<file path="config.mk">
export PLATFORM = sky130hd
export DESIGN_NAME = mem_arbiter
export DESIGN_NICKNAME = d
export VERILOG_FILES = /design/src/rtl/mem_arb_pkg.sv /design/src/rtl/mem_tag_table.sv /design/src/rtl/mem_arbiter.sv
export SDC_FILE = /design/constraint.sdc
export NUM_CORES = 1
export LEC_CHECK = 0
export ABC_AREA = 1
export CORE_AREA = 3 3 176 178
export DETAILED_ROUTE_END_ITERATION = 8
export DIE_AREA = 0 0 179 181
export PLACE_DENSITY_LB_ADDON = 0.2
export SLEW_MARGIN = 30
export SYNTH_ARGS = -nofsm -noshare
export SYNTH_HDL_FRONTEND = slang
export SYNTH_SLANG_ARGS = --single-unit
</file>
<file path="constraint.sdc">
create_clock -name clk -period 2.28 [get_ports clk]
set_input_delay 0.342 -clock clk [delete_from_list [all_inputs] [get_ports clk]]
set_output_delay 0.342 -clock clk [all_outputs]
set_load 0.03 [all_outputs]
</file>
<file path="src/rtl/mem_arb_pkg.sv">
// Shared types for the two-client memory-bus arbiter.
// Latency: n/a (types, constants and one helper function only).
// Backpressure: n/a.
package mem_arb_pkg;

    // Widths of the registered response packet; they match the arbiter's default bus widths.
    localparam int RSP_DATA_W = 64;
    localparam int RSP_TAG_W  = 4;

    typedef enum logic [1:0] {
        BUS_NONE  = 2'd0,
        BUS_LOAD  = 2'd1,
        BUS_STORE = 2'd2
    } bus_cmd_e;

    typedef enum logic {
        CLI_ICACHE = 1'b0,
        CLI_DCACHE = 1'b1
    } client_e;

    typedef struct packed {
        logic                  valid;
        logic [RSP_DATA_W-1:0] data;
        logic [RSP_TAG_W-1:0]  tag;
    } rsp_pkt_t;

    // The tie-break winner is always the client that did not win last time.
    function automatic client_e other_client(input client_e c);
        return (c == CLI_ICACHE) ? CLI_DCACHE : CLI_ICACHE;
    endfunction

endpackage

</file>
<file path="src/rtl/mem_tag_table.sv">
// Per-tag busy/owner table for outstanding memory loads; lookup is combinational, updates land on the next edge.
// Latency: free/lookup result is available in the same cycle; allocations and frees are visible one cycle later.
// Backpressure: none, because every alloc and free is taken. Misuse is flagged on orphan_o and collision_o.
// Ports: clk/reset_n; alloc_* marks an entry busy with its owner; free_* looks up and releases an entry.
module mem_tag_table
    import mem_arb_pkg::*;
#(
    parameter int TAG_W = 4
) (
    input  logic             clk,
    input  logic             reset_n,
    input  logic             alloc_vld_i,
    input  logic [TAG_W-1:0] alloc_tag_i,
    input  client_e          alloc_owner_i,
    input  logic             free_vld_i,
    input  logic [TAG_W-1:0] free_tag_i,
    output logic             free_hit_o,
    output client_e          free_owner_o,
    output logic             orphan_o,
    output logic             collision_o
);

    localparam int N = 2 ** TAG_W;

    logic [N-1:0] busy_q, busy_d;
    logic [N-1:0] owner_q, owner_d;   // 1 = dcache owns the tag

    assign free_hit_o   = free_vld_i && busy_q[free_tag_i];
    assign free_owner_o = owner_q[free_tag_i] ? CLI_DCACHE : CLI_ICACHE;
    assign orphan_o     = free_vld_i && !busy_q[free_tag_i];
    // A tag that is returned and re-issued in the same cycle is a legal turnaround.
    // It is not a collision.
    assign collision_o  = alloc_vld_i && busy_q[alloc_tag_i] &&
                          !(free_hit_o && (free_tag_i == alloc_tag_i));

    // The free is applied before the alloc.
    // As a result, a same-tag turnaround ends busy and owned by the new client.
    always_comb begin
        busy_d  = busy_q;
        owner_d = owner_q;
        if (free_hit_o) begin
            busy_d[free_tag_i] = 1'b0;
        end
        if (alloc_vld_i) begin
            busy_d[alloc_tag_i]  = 1'b1;
            owner_d[alloc_tag_i] = (alloc_owner_i == CLI_DCACHE);
        end
    end

    always_ff @(posedge clk or negedge reset_n) begin
        if (!reset_n) begin
            busy_q  <= '0;
            owner_q <= '0;
        end else begin
            busy_q  <= busy_d;
            owner_q <= owner_d;
        end
    end

endmodule

</file>
<file path="src/rtl/mem_arbiter.sv">
// Round-robin icache/dcache arbiter onto one proc2mem bus. Tagged load returns are steered back to their owner.
// Latency: issue and accept are combinational in the request cycle; a load return reaches the client one cycle after mem2proc_tag.
// Backpressure: a refused request (mem2proc_response==0) stays un-accepted and is re-arbitrated. Loads are capped per client.
// Ports: icache_req_*/icache_rsp_*, dcache_req_*/dcache_rsp_*, proc2mem_* bus out, mem2proc_* bus in, sticky err_orphan.
module mem_arbiter
    import mem_arb_pkg::*;
#(
    parameter int ADDR_W    = 32,
    parameter int DATA_W    = 64,
    parameter int TAG_W     = 4,
    parameter int MAX_OUT_I = 4,
    parameter int MAX_OUT_D = 8
) (
    input  logic              clk,
    input  logic              reset_n,
    input  logic              icache_req_valid,
    input  logic [ADDR_W-1:0] icache_req_addr,
    output logic              icache_req_accept,
    output logic [TAG_W-1:0]  icache_req_tag,
    output logic              icache_rsp_valid,
    output logic [DATA_W-1:0] icache_rsp_data,
    output logic [TAG_W-1:0]  icache_rsp_tag,
    input  logic              dcache_req_valid,
    input  logic [1:0]        dcache_req_cmd,
    input  logic [ADDR_W-1:0] dcache_req_addr,
    input  logic [DATA_W-1:0] dcache_req_data,
    output logic              dcache_req_accept,
    output logic [TAG_W-1:0]  dcache_req_tag,
    output logic              dcache_rsp_valid,
    output logic [DATA_W-1:0] dcache_rsp_data,
    output logic [TAG_W-1:0]  dcache_rsp_tag,
    output logic [1:0]        proc2mem_command,
    output logic [ADDR_W-1:0] proc2mem_addr,
    output logic [DATA_W-1:0] proc2mem_data,
    input  logic [TAG_W-1:0]  mem2proc_response,
    input  logic [DATA_W-1:0] mem2proc_data,
    input  logic [TAG_W-1:0]  mem2proc_tag,
    output logic              err_orphan
);

    localparam int CNT_I_W = $clog2(MAX_OUT_I + 1);
    localparam int CNT_D_W = $clog2(MAX_OUT_D + 1);
    localparam logic [CNT_I_W-1:0] CAP_I = CNT_I_W'(MAX_OUT_I);
    localparam logic [CNT_D_W-1:0] CAP_D = CNT_D_W'(MAX_OUT_D);

    logic [CNT_I_W-1:0] cnt_i_q, cnt_i_d;
    logic [CNT_D_W-1:0] cnt_d_q, cnt_d_d;
    client_e            last_grant_q, last_grant_d;
    rsp_pkt_t           irsp_q, irsp_d, drsp_q, drsp_d;
    logic               err_orphan_q, err_orphan_d;

    bus_cmd_e dcmd;
    bus_cmd_e issue_cmd;
    client_e  win_cli;
    logic     elig_i, elig_d, win_vld, accept, load_acc;
    logic     free_hit, orphan, collision;
    client_e  free_owner;
    logic     inc_i, dec_i, inc_d, dec_d;

    assign dcmd = bus_cmd_e'(dcache_req_cmd);

    // Stores never hold a tag, so they bypass the load cap.
    assign elig_i = icache_req_valid && (cnt_i_q < CAP_I);
    assign elig_d = dcache_req_valid && ((dcmd == BUS_STORE) || (cnt_d_q < CAP_D));

    always_comb begin
        win_vld = elig_i || elig_d;
        win_cli = CLI_ICACHE;
        if (elig_i && elig_d) begin
            win_cli = other_client(last_grant_q);
        end else if (elig_d) begin
            win_cli = CLI_DCACHE;
        end
    end

    // The bus is driven from requests and registered state only, never from mem2proc_*.
    always_comb begin
        issue_cmd     = BUS_NONE;
        proc2mem_addr = '0;
        proc2mem_data = '0;
        if (win_vld) begin
            if (win_cli == CLI_ICACHE) begin
                issue_cmd     = BUS_LOAD;
                proc2mem_addr = icache_req_addr;
            end else begin
                issue_cmd     = dcmd;
                proc2mem_addr = dcache_req_addr;
                proc2mem_data = dcache_req_data;
            end
        end
    end

    assign proc2mem_command = issue_cmd;

    assign accept            = win_vld && (mem2proc_response != '0);
    assign load_acc          = accept && (issue_cmd == BUS_LOAD);
    assign icache_req_accept = accept && (win_cli == CLI_ICACHE);
    assign dcache_req_accept = accept && (win_cli == CLI_DCACHE);
    assign icache_req_tag    = icache_req_accept ? mem2proc_response : '0;
    assign dcache_req_tag    = dcache_req_accept ? mem2proc_response : '0;

    mem_tag_table #(
        .TAG_W (TAG_W)
    ) u_tag_table (
        .clk           (clk),
        .reset_n       (reset_n),
        .alloc_vld_i   (load_acc),
        .alloc_tag_i   (mem2proc_response),
        .alloc_owner_i (win_cli),
        .free_vld_i    (mem2proc_tag != '0),
        .free_tag_i    (mem2proc_tag),
        .free_hit_o    (free_hit),
        .free_owner_o  (free_owner),
        .orphan_o      (orphan),
        .collision_o   (collision)
    );

    assign inc_i = load_acc && (win_cli == CLI_ICACHE);
    assign inc_d = load_acc && (win_cli == CLI_DCACHE);
    assign dec_i = free_hit && (free_owner == CLI_ICACHE);
    assign dec_d = free_hit && (free_owner == CLI_DCACHE);

    always_comb begin
        cnt_i_d = cnt_i_q;
        if (inc_i && !dec_i) begin
            cnt_i_d = cnt_i_q + 1'b1;
        end else if (dec_i && !inc_i) begin
            cnt_i_d = cnt_i_q - 1'b1;
        end
        cnt_d_d = cnt_d_q;
        if (inc_d && !dec_d) begin
            cnt_d_d = cnt_d_q + 1'b1;
        end else if (dec_d && !inc_d) begin
            cnt_d_d = cnt_d_q - 1'b1;
        end
    end

    // Response packets are all-zero unless valid, so data and tag outputs stay quiet between returns.
    always_comb begin
        irsp_d = '0;
        drsp_d = '0;
        if (free_hit) begin
            if (free_owner == CLI_ICACHE) begin
                irsp_d.valid = 1'b1;
                irsp_d.data  = RSP_DATA_W'(mem2proc_data);
                irsp_d.tag   = RSP_TAG_W'(mem2proc_tag);
            end else begin
                drsp_d.valid = 1'b1;
                drsp_d.data  = RSP_DATA_W'(mem2proc_data);
                drsp_d.tag   = RSP_TAG_W'(mem2proc_tag);
            end
        end
    end

    assign err_orphan_d = err_orphan_q || orphan || collision;
    assign last_grant_d = accept ? win_cli : last_grant_q;

    always_ff @(posedge clk or negedge reset_n) begin
        if (!reset_n) begin
            cnt_i_q      <= '0;
            cnt_d_q      <= '0;
            last_grant_q <= CLI_ICACHE;
            irsp_q       <= '0;
            drsp_q       <= '0;
            err_orphan_q <= 1'b0;
        end else begin
            cnt_i_q      <= cnt_i_d;
            cnt_d_q      <= cnt_d_d;
            last_grant_q <= last_grant_d;
            irsp_q       <= irsp_d;
            drsp_q       <= drsp_d;
            err_orphan_q <= err_orphan_d;
        end
    end

    assign icache_rsp_valid = irsp_q.valid;
    assign icache_rsp_data  = DATA_W'(irsp_q.data);
    assign icache_rsp_tag   = TAG_W'(irsp_q.tag);
    assign dcache_rsp_valid = drsp_q.valid;
    assign dcache_rsp_data  = DATA_W'(drsp_q.data);
    assign dcache_rsp_tag   = TAG_W'(drsp_q.tag);
    assign err_orphan       = err_orphan_q;

endmodule

</file>
==> results.txt, run 1 <==
The portion of synthesized area spent on multiplexers is 0.00135. The routed design uses 18800 µm of met2 wire. The most prevalent standard cell on the critical path is sky130_fd_sc_hd__buf_12. The cell area reported after detailed placement is between 10000 and 15000 µm². The leakage power total came out at ~7.6 nW.

The synthesized net count is roughly 1300. For the final routed database, the setup TNS stands at -0.694 ns. The slowest stage of the critical path belongs to the cell sky130_fd_sc_hd__dfrtp_1. The element type at the critical path end is an output port. The post-synthesis share of cell area spent on xor and xnor gates came out at 0.00838. The I/O pin total came out at 453.

Traced cell by cell, the critical path runs through o21ai_2 -> buf_4 -> nand3_4 -> buf_12 -> buf_12 -> clkbuf_16 -> nor2_2 -> buf_6. For this run, the post-layout net count is 1785. The simple-gate area share of the yosys netlist came out at 0.284. The path class of the tightest hold or removal check is in -> async. For this configuration, the core starts out at a cell density of 0.283. The startpoint of the lowest-slack register-to-register path is u_tag_table.busy_q[7]. The clock transition at the register clock pins on the worst setup and hold paths after CTS is around 0.080 ns. The flow ran to the end, but the final reports show violations.

The endpoint identified for the worst register-to-register timing path is cnt_d_q[3]. The aggregate routed wire length came out at 36000 µm. Relative to the synthesized area, the layout overhead comes to 88.1%. After technology mapping, the gate count stands at 1076. The full die area came out at 32400 µm². Dividing the detail-routed via count by the number of cells gives roughly 4.5. The overall global routing resource usage is 0.209. The finished layout holds 1978 standard cells, fillers aside. The checks that failed: negative setup slack. The number of clock buffers inserted by TritonCTS came out at 17. The leading area contributor after synthesis is sky130_fd_sc_hd__dfrtp_1. Of the total synthesized cell area, the portion taken by full adders, half adders and majority gates is 0.0108. Data on the critical path arrives at its endpoint at 1.98 ns. The wire length on met3 is roughly 2800 µm. After synthesis, the cell types taking the most area are sky130_fd_sc_hd__dfrtp_1, sky130_fd_sc_hd__nand2_1, sky130_fd_sc_hd__nor2_1, sky130_fd_sc_hd__o21ai_0, sky130_fd_sc_hd__inv_1. The final worst clock skew came out at 0.0130 ns.

The pre-antenna-repair detailed-routing pass consisted of 5 iterations. For the pin with the worst max-slew slack, the measured transition is about 0.8 ns. The final critical-path share of the clock period came out at 1.02. Of the cells placed in the final design, the portion with a size suffix greater than 1 is 0.245. The maximum net fanout on the critical path came out at 10.

From left edge to right edge, the die measures 179 µm. The worst path in the final design needs a cycle of 2.32 ns, including I/O delays and setup. The chip height is 181 µm. By area, the combinational part of the netlist is dominated by simple AND/OR/NAND/NOR gates. For the worst setup path, the data required time is 1.94 ns. Port buffering added 452 buffers.

The mean instance size in the synthesized netlist is 7.77 µm². At the end of routability-driven placement, the weighted congestion stood at about 0.93. The final design area excluding fillers came out at approximately 16000 µm². The final-report hold violation count was 0.

The mapped cell area came out at between 8000 and 9000 µm². The most used flip-flop cell after synthesis is sky130_fd_sc_hd__dfrtp_1. In this run, synthesis produced a sequential element count of 179.

Clock latency on the worst-skew pair, taken at its later pin, is 0.43 ns. The placed cell count came out at 1918. The DRC violation count after routing came out at 0. The async set-reset flop share out of synthesis came out at 1.00. The minimum setup slack in the final design came out at -0.0383 ns. The post-placement setup slack came out at -0.747 ns.

The number of DRC markers in iteration 0 came out at 503. The post-detailed-route count of antenna-violating nets is 0. The highest attainable clock frequency came out at 0.431 GHz. The total number of vias came out at 8877. Dividing total power by cell area gives a power density of 917 nW/µm². The total of max-cap violations came out at 0.

Global routing finished with a remaining overflow of 0. The share of the synthesized area in compound gates (AO/OA/AOI/OAI) came out at 0.0632. IR analysis of the VDD net gives a maximum drop of between 400 and 500 µV. Setup repair after global routing could not meet its margin everywhere. The deepest clock path buffer count is 2.

The count of fill cells added during filler insertion came out at 2764. The number of sinks on the clock net came out at 179. TritonCTS built the clock tree. The depth of the CTS H-tree is 4. The critical path is of the reg -> out type. In the final routed layout, each cell accounts on average for 18.2 µm.

The initial antenna violation count was 4. Counting distinct cell types in the post-synthesis netlist gives 30. Of the post-synthesis cell area, the dominant cell type holds 0.536. The highest routed metal layer is met5. Entering global routing, the biggest net connects 136 pins.

The worst reg-to-reg path cell count came out at 20. CTS placed an instance of sky130_fd_sc_hd__clkbuf_16 at the clock tree root. The number of placement rows came out at 63. The number of enable flip-flop cells after synthesis came out at 0. The final count of pins violating max slew came out at 0. The met1 wire length is 13100 µm. The number of global-route vias before repair is 8641. The portion of the post-synthesis area used by sequential elements came out at 0.536. In this run the register-to-register setup slack is roughly 0.010 ns. The count of yosys warnings during synthesis is 0. The nature of the critical path startpoint is a flip-flop. The delay contributed by the slowest stage of the critical path came out at 0.43 ns. The post-DP HPWL is 26200 µm. The core region is roughly 30000 µm². The total power after layout came out at 14.4 mW.

Measured against its own limit, the worst slew margin works out to 0.468. The final count of negative-setup-slack endpoints is 43. The first global-routing pass estimated 51700 µm of wire.
==> cell families after synthesis <==
logic type,Yosys count
adder cells (fa/ha/maj),6
XOR/XNOR,8
AO/OA/AOI/OAI,105
multiplexers,1
buffers and inverters,179
flip-flops,179
AND/OR/NAND/NOR,598
==> registers in the layout, indices dropped and copies added, names as in the netlist <==
name                 flops
icache_rsp_data         64
cnt_d_q                  4
icache_rsp_valid         1
cnt_i_q                  3
icache_rsp_tag           4
err_orphan               1
u_tag_table.owner_q     16
dcache_rsp_tag           4
last_grant_q             1
u_tag_table.busy_q      16
dcache_rsp_data         64
dcache_rsp_valid         1
==> synth_stat cells (5+ instances only) <==
cell and number:
sky130_fd_sc_hd__inv_1 110, sky130_fd_sc_hd__o21ai_1 14, sky130_fd_sc_hd__buf_4 5, sky130_fd_sc_hd__inv_2 6, sky130_fd_sc_hd__dfrtp_1 179, sky130_fd_sc_hd__nor2_1 245
sky130_fd_sc_hd__xnor2_1 5, sky130_fd_sc_hd__clkbuf_1 25, sky130_fd_sc_hd__nand3_1 50, sky130_fd_sc_hd__o21ai_0 86, sky130_fd_sc_hd__nand2_1 285, sky130_fd_sc_hd__buf_6 12
sky130_fd_sc_hd__buf_2 18
==> power breakdown <==
part	total (mW)	internal (mW)	switching, mW
logic	7.48	3.18	4.30
clock network	2.88	1.47	1.41
registers	4.07	3.71	0.354
total	14.4	8.36	6.06
==> metal layers <==
| layer | track usage | vias to the layer above |
|---|---|---|
| li1 | - | 4265 |
| met1 | 0.233 | 4181 |
| met2 | 0.378 | 370 |
| met3 | 0.0534 | 57 |
| met4 | 0.0786 | 4 |
| met5 | 0 | - |
==> worst max-delay path: cells and delay by family, from the launching register on <==
| kind | cells | cell delay, ns |
|---|---|---|
| buf+inv | 5 | 0.78 |
| flops | 1 | 0.43 |
| simple gates | 2 | 0.24 |
| compound gates | 1 | 0.09 |
==> placed cells by master (no fill, tap or decap), types with 6 or more instances in the layout <==
master / n
sky130_fd_sc_hd__nor2_4: 50
sky130_fd_sc_hd__clkbuf_16: 25
sky130_fd_sc_hd__nand2_4: 31
sky130_fd_sc_hd__o21ai_1: 14
sky130_fd_sc_hd__nand2_2: 24
sky130_fd_sc_hd__inv_2: 6
sky130_fd_sc_hd__nand3_2: 12
sky130_fd_sc_hd__inv_1: 104
sky130_fd_sc_hd__nor2_2: 19
sky130_fd_sc_hd__buf_12: 26
sky130_fd_sc_hd__dfrtp_1: 179
sky130_fd_sc_hd__clkdlybuf4s50_1: 336
sky130_fd_sc_hd__nor2_1: 181
sky130_fd_sc_hd__o21ai_0: 85
sky130_fd_sc_hd__buf_6: 76
sky130_fd_sc_hd__nand3_1: 38
sky130_fd_sc_hd__nand2_1: 235
sky130_fd_sc_hd__buf_4: 76
==> worst max path at each step <==
stage | from | endpoint | slack, ns
floorplan | mem2proc_tag[1] | cnt_d_q[3] | -0.12
global placement | mem2proc_tag[0] | cnt_d_q[3] | -0.65
detailed placement | mem2proc_tag[0] | cnt_d_q[3] | -0.75
CTS | cnt_d_q[3] | proc2mem_addr[27] | -0.01
global route | cnt_d_q[3] | cnt_d_q[3] | -0.17
finish | cnt_d_q[3] | proc2mem_data[19] | -0.04
==> timing repair <==
item,in CTS,in global routing
cloned,5,10
buffers inserted,6,6
hold buffers,1,0
gates resized for setup,103,218
pin swaps,16,28
hold endpoints to repair,31,0
endpoints found under the setup margin,101,104
==> cell type report <==
class                      count  area [µm²]  share of cell area
timing repair buffer         540        5820               0.370
sequential                   179        4480               0.285
multi-input combinational    718        3880               0.247
tap                          390         488              0.0310
inverter                     117         467              0.0297
clock buffer                  17         425              0.0271
clock inverter                15         165              0.0105
antenna                        2        5.00            0.000318
==> stage by stage <==
stage                     hold slack [ns]  utilization
after floorplan                    0.0464            -
after global placement              0.266        0.458
after detailed placement            0.257        0.458
after CTS                           0.371        0.496
after global routing                0.399        0.532
final                               0.364        0.532
Power figures use the tool's default switching activity.
==> inputs of run 2 (changes only) <==
- SLEW_MARGIN: 30 -> 40
==> results of run 2 <==
The final DEF is identical to that of run 1; final timing and power are the same.
==> inputs of run 3 (changes only) <==
- CTS_CLUSTER_SIZE: default -> 28
==> results of run 3 <==
The final DEF is identical to that of run 1; final timing and power are the same.
